$ cat src/rtl/spi_slave_reg_arb.sv
// Register bank shared between an spi_slave byte interface and a local port.
// SPI writes cross into clk through a 3-flop strobe synchronizer; bank access is round-robin arbitrated.
module spi_slave_reg_arb #(
    parameter int n = 8,
    parameter int k = 2,
    parameter int a = 0
) (
    input  logic         clk,
    input  logic         rst,
    input  logic         strobe,
    input  logic [n-1:0] addr,
    input  logic [n-1:0] out,
    output logic [n-1:0] in,
    output logic         zo,
    input  logic         lreq,
    input  logic         lwe,
    input  logic [k-1:0] laddr,
    input  logic [n-1:0] ldin,
    output logic         lgnt,
    output logic [n-1:0] ldout,
    output logic         ovf
);

    localparam int depth = 2 ** k;
    localparam int sel_w = n - 1 - k;
    localparam logic [sel_w-1:0] bank_id = sel_w'(a >> k);

    logic [n-1:0] bank [depth];

    logic         s1, s2, s3;
    logic         spi_pend;
    logic [k-1:0] spi_idx_q;
    logic [n-1:0] spi_dat_q;
    logic         last;

    logic         addr_hit;
    logic         sel;
    logic         detect;
    logic         spi_wr_det;
    logic         lreq_eff;
    logic         grant_spi;
    logic         grant_loc;

    assign addr_hit = (addr[n-2:k] == bank_id);
    assign sel      = strobe && addr_hit;

    // Read path is purely combinational so the byte is ready before spi_slave shifts it out.
    always_comb begin
        in = '0;
        zo = 1'b1;
        if (sel) begin
            in = bank[addr[k-1:0]];
            zo = 1'b0;
        end
    end

    assign detect     = s2 && !s3;
    assign spi_wr_det = detect && addr_hit && addr[n-1];

    // Local handshake: lreq is held until lgnt; lgnt is a one-cycle pulse in the
    // cycle after the access, and a request seen while lgnt=1 is the one just served.
    assign lreq_eff  = lreq && !lgnt;
    assign grant_spi = spi_pend && (!lreq_eff || last);
    assign grant_loc = lreq_eff && (!spi_pend || !last);

    always_ff @(posedge clk) begin
        if (rst) begin
            for (int i = 0; i < depth; i++) begin
                bank[i] <= '0;
            end
            s1        <= 1'b0;
            s2        <= 1'b0;
            s3        <= 1'b0;
            spi_pend  <= 1'b0;
            spi_idx_q <= '0;
            spi_dat_q <= '0;
            last      <= 1'b1;
            lgnt      <= 1'b0;
            ldout     <= '0;
            ovf       <= 1'b0;
        end else begin
            s1   <= strobe;
            s2   <= s1;
            s3   <= s2;
            lgnt <= grant_loc;

            if (grant_spi) begin
                bank[spi_idx_q] <= spi_dat_q;
                last            <= 1'b0;
            end

            if (grant_loc) begin
                last <= 1'b1;
                if (lwe) begin
                    bank[laddr] <= ldin;
                end else begin
                    ldout <= bank[laddr];
                end
            end

            // A capture slot freed by this cycle's grant can take a new write without overrun.
            if (spi_wr_det) begin
                if (!spi_pend || grant_spi) begin
                    spi_idx_q <= addr[k-1:0];
                    spi_dat_q <= out;
                    spi_pend  <= 1'b1;
                end else begin
                    ovf <= 1'b1;
                end
            end else if (grant_spi) begin
                spi_pend <= 1'b0;
            end
        end
    end

endmodule

$ cat config.mk
export PLATFORM = sky130hd
export DESIGN_NAME = spi_slave_reg_arb
export DESIGN_NICKNAME = d
export VERILOG_FILES = /design/src/rtl/spi_slave_reg_arb.sv
export SDC_FILE = /design/constraint.sdc
export NUM_CORES = 1
export LEC_CHECK = 0
export ABC_AREA = 1
export ABC_CLOCK_PERIOD_IN_PS = 2900
export CAP_MARGIN = 10
export CORE_MARGIN = 10
export CORE_UTILIZATION = 30
export CTS_BUF_LIST = sky130_fd_sc_hd__clkbuf_8
export CTS_CLUSTER_SIZE = 10
export DETAILED_ROUTE_END_ITERATION = 10
export PLACE_DENSITY = 0.51
export SYNTH_ARGS = -nofsm -noshare
export SYNTH_HDL_FRONTEND = slang
export SYNTH_SLANG_ARGS = --single-unit
$ cat constraint.sdc
create_clock -name clk -period 2.9 [get_ports clk]
set_clock_uncertainty 0.1 [all_clocks]
set_input_delay 0.87 -clock clk [delete_from_list [all_inputs] [get_ports clk]]
set_output_delay 0.87 -clock clk [all_outputs]
set_load 0.01 [all_outputs]
* Word level (Yosys, flattened, before mapping) *
Memory sizes are Yosys's and may differ from the RTL's. A register that Yosys moved wholly into a read port is not among the register bits.
Index checks and enable logic that the tools add are counted.

cells by class
  eq/ne operators = 1
  multiplexer cells = 20
  bitwise logic cells = 2
  reduce and logical (&&, ||, !) cells = 24

operators by type and width
  cell                count
  $mux 8              3
  $reduce_or 8->1     2
  $mux 1              15
  $reduce_and 2->1    4
  $logic_and 1x1->1   7
  $logic_not 1->1     5
  $logic_not 5->1     1
  $mux 2              2
  $logic_or 1x1->1    3
  $ne 2x1->1 const B  1
  $not 1->1           2
  $reduce_bool 2->1   1
  $reduce_or 2->1     1

storage, ports and cells
  register bits after elaboration = 17
  memory bits (writable) = 32
  input port bits = 31
  output and inout port bits = 19
  logic and storage cells = 57
  memories = 1

memory list
  name  depth  bits a word  read ports  clocked after memory_dff  write ports  RTL line  source
  bank  4      8            2           1                         4            28        logic [n-1:0] bank [depth];

* Depth between registers and ports, before layout *
  depth after elaboration = 11
  depth in mapped cells = 8
  mapped depth without buffers = 7

* Worst setup path before layout *
OpenSTA, ideal clock, no wires.

  path kind = input to output
  from = input addr[3]
  to = output in[0]
  arrival time = 1.596 ns
  required time = 1.930 ns
  slack = 0.334 ns
  stages on the path = 5
  buffers on the path = 0
  path through = nor2_1 nand4_1 nor2_1 nand2_1 inv_1

on the way
  cells in the longest elaborated chain, start to end = 3

ends and longest elaborated chain
  item               RTL line  source
  start, declared    11        input logic [n-1:0] addr,
  $logic_not 5->1    44        assign addr_hit = (addr[n-2:k] == bank_id);
  $logic_and 1x1->1  45        assign sel = strobe && addr_hit;
  $mux 8             51        if (sel) begin
  end, declared      13        output logic [n-1:0] in,

Every way passes these cells.

* Final worst setup path *
  from = input strobe
  to = output in[0]

on the way
  cells in the longest elaborated chain, start to end = 2

ends and longest elaborated chain
  item               RTL line  source
  start, declared    10        input logic strobe,
  $logic_and 1x1->1  45
  $mux 8             51

Every way passes these cells.

==> impl_metrics.yaml <==
setup_path:
  end_kind: "primary output"
  crit_top_cell: "buf_6"
  r2r_start: "lgnt"
  cp_top_family: "buffers and inverters"
  worstPathRequired_ns: 1.93
  reg2reg_depth: 5
  path_buf_inv: 5
  max_stage_delay_ns: 0.47
  r2r_setup_slack_ns: 1.16
  path_cells: "clkdlybuf4s50_1 -> inv_2 -> nor2_4 -> buf_6 -> nand2_1 -> inv_1 -> buf_6"
  cp.arrival_ns: 1.92
  worstSetupPathType: "in2out"
  timing.rr.end: "bank[0][1]"
  worst_path_max_delay_cell: "clkdlybuf4s50_1"
  cp_max_fo: 5
  worstSetupStartpointType: "input pin"
routing:
  routed_via_density: 4.523
  first_pass_iters: 4
  via_count: 2813
  wl_microns: 9045
  drc_errors: 0
  drt_first_iter_violations: 156
  antenna_left: 0
  wl_per_cell_microns: 14.54
job:
  drv_cap: 0
placement:
  place.gp.congestion: 0.8182
  dp_slack_ns: -0.6258
  dp_hpwl_microns: 5903
  port_buffers: 49
  dp_cells: 565
die:
  die_h_microns: 118.9
  io_pins: 50
  die_area_sq_mm: 0.01414
  core-area_sq_mm: 0.009639
  start_util: 0.3044
  row_count: 36
  die_w_microns: 118.9
timing:
  min_period_ns: 2.889
  hold_viol: 0
  fmax_mhz: 346.2
  tns_ns: 0
  fin_ws_ns: 0.01118
  drv_slew: 0
  worstMarginPinSlew_ns: 0.4426
  period_share: 0.9961
  finalSetupViolCount: 0
  whs_ns: 0.3029
  rsz0062_at_grt: "yes"
  relSlewSlack: 0.7040
yosys:
  ys_warn_count: 0
  synth_nets: 409
  synth_top_area_frac: 0.3275
  syn_inst: 378
  ys_async_sr_fraction: 0
  yosysTopAreaCell: "edfxtp_1"
  synth.ff_latch_count: 57
  synth_area_sq_mm: 0.002934
  ys_types: 30
  ys.flop_type: "edfxtp_1"
  avgSynthCellArea_sq_um: 7.762
  synth_edf_count: 32
  synth.area.top_cells: "edfxtp_1, dfxtp_1, nor2_1"
  yosysSeqAreaShare: 0.4981
power:
  leakagePower_nw: 1.991
  ir_worst_vdd_v: 0.0002964
  p_per_area_mw_per_mm2: 478.0
  power_w: 0.002065
global_routing:
  grt_pass1_vias: 2889
  grt.total_usage: 0.1282
  grt_pass1_wl_microns: 14320
  antenna_found_initial: 0
  grt-ovfl-total: 0
  grt_max_degree: 12
finish:
  n_antenna_cell: 0
  final_cell_mix: "nor2_1, inv_1, buf_4"
  fin_cells: 622
  final_common_cell: "nor2_1"
  nets: 515
  synthToLayoutAreaGrowth_pct: 47.25
  nFillCells: 1003
  drive_above_1_share: 0.2924
clocking:
  cts.hold.buffers_added: 0
  cts_inserted_buffers: 9
  cts_max_path_buffers: 2
  clk_latency_ns: 0.34
  cts.sinks: 57
  clkSlewWorstSetupHoldPaths_ns: 0.06
  htree_levels: 3
  cts_tree: "done"
  root_buffer: "clkbuf_8"
hold_path:
  holdPathEnd: "s2"
  hold_depth: 2
  hp-class: "reg2reg"
  hold_start: "s1"
status:
  outcome: "complete, no violations"
-- where the power goes --
part | internal (W) | switching (W)
combinational | 0.000125 | 0.000130
clock | 0.000570 | 0.000340
sequential | 0.000885 | 0.0000152
total | 0.00158 | 0.000486
-- cell families after synthesis --
family	count (synthesis)	synth area share
and+or+nand+nor	167	0.2448
DFF	57	0.4981
buffers and inverters	76	0.1109
AOI/OAI and AO/OA	78	0.1463
-- synthesized netlist by cell type (2+ instances only) --
cell type and instances:
buf_2 8, inv_2 3, buf_4 3, dfxtp_1 25, inv_1 57, nand3_2 2, nand2_1 44, nand2_2 3
a21oi_1 19, edfxtp_1 32, a21oi_2 8, nor2_4 3, o21ai_2 2, nand4_1 3, nor2_1 105, o21ai_0 47
-- cell type report --
class                   instances  area [sq um]  area share
inverters                      61         230.2     0.05329
multi-input cells             245          1214      0.2809
repair buffers                110          1006      0.2328
well taps                     133         166.4     0.03852
flip-flops and latches         57          1461      0.3383
clock inverters                 7         118.9     0.02751
clock buffers                   9         123.9     0.02867
-- metrics by stage --
step	area, sq um	utilization
CTS	4253	0.4412
global placement	3659	0.3795
finish	4320	0.4482
floorplan	2934	-
global route	4320	0.4482
detailed placement	3659	0.3795
-- registers in the layout, indices dropped and copies added, names as in the netlist --
name / flops
s1: 1
ldout: 8
spi_dat_q: 8
last: 1
spi_idx_q: 2
ovf: 1
s2: 1
bank: 32
s3: 1
lgnt: 1
spi_pend: 1
-- repair_timing --
action                     CTS  global route
setup buffers               39             3
pin swaps                    9            10
gates cloned                 5             0
setup endpoints to repair    9            21
resized for setup           75            37
-- how the worst max path moves through the flow --
stage	start	to	slack, ns	cells past startpoint
final	strobe	in[0]	0.01	7
after global routing	addr[3]	in[0]	-0.03	9
after CTS	strobe	zo	0.002	6
after detailed placement	addr[0]	in[0]	-0.63	7
after global placement	addr[0]	in[0]	-0.65	7
after floorplan	addr[3]	in[0]	0.33	5
-- worst min-delay path: cells and delay by family, from the launching register on --
family	cells	cell delay, ns
DFF	1	0.30
buffers and inverters	1	0.04
and+or+nand+nor	1	0.03
-- per-layer routing --
metal  GRT usage  vias up  part of all wire
met3     0.04015       21             0.053
met2      0.2277       83              0.52
met4     0.05115        0             0.024
li1            -     1409                 -
met1      0.1389     1300              0.40
met5           0        -                 0
(Power assumes the default switching activity.)
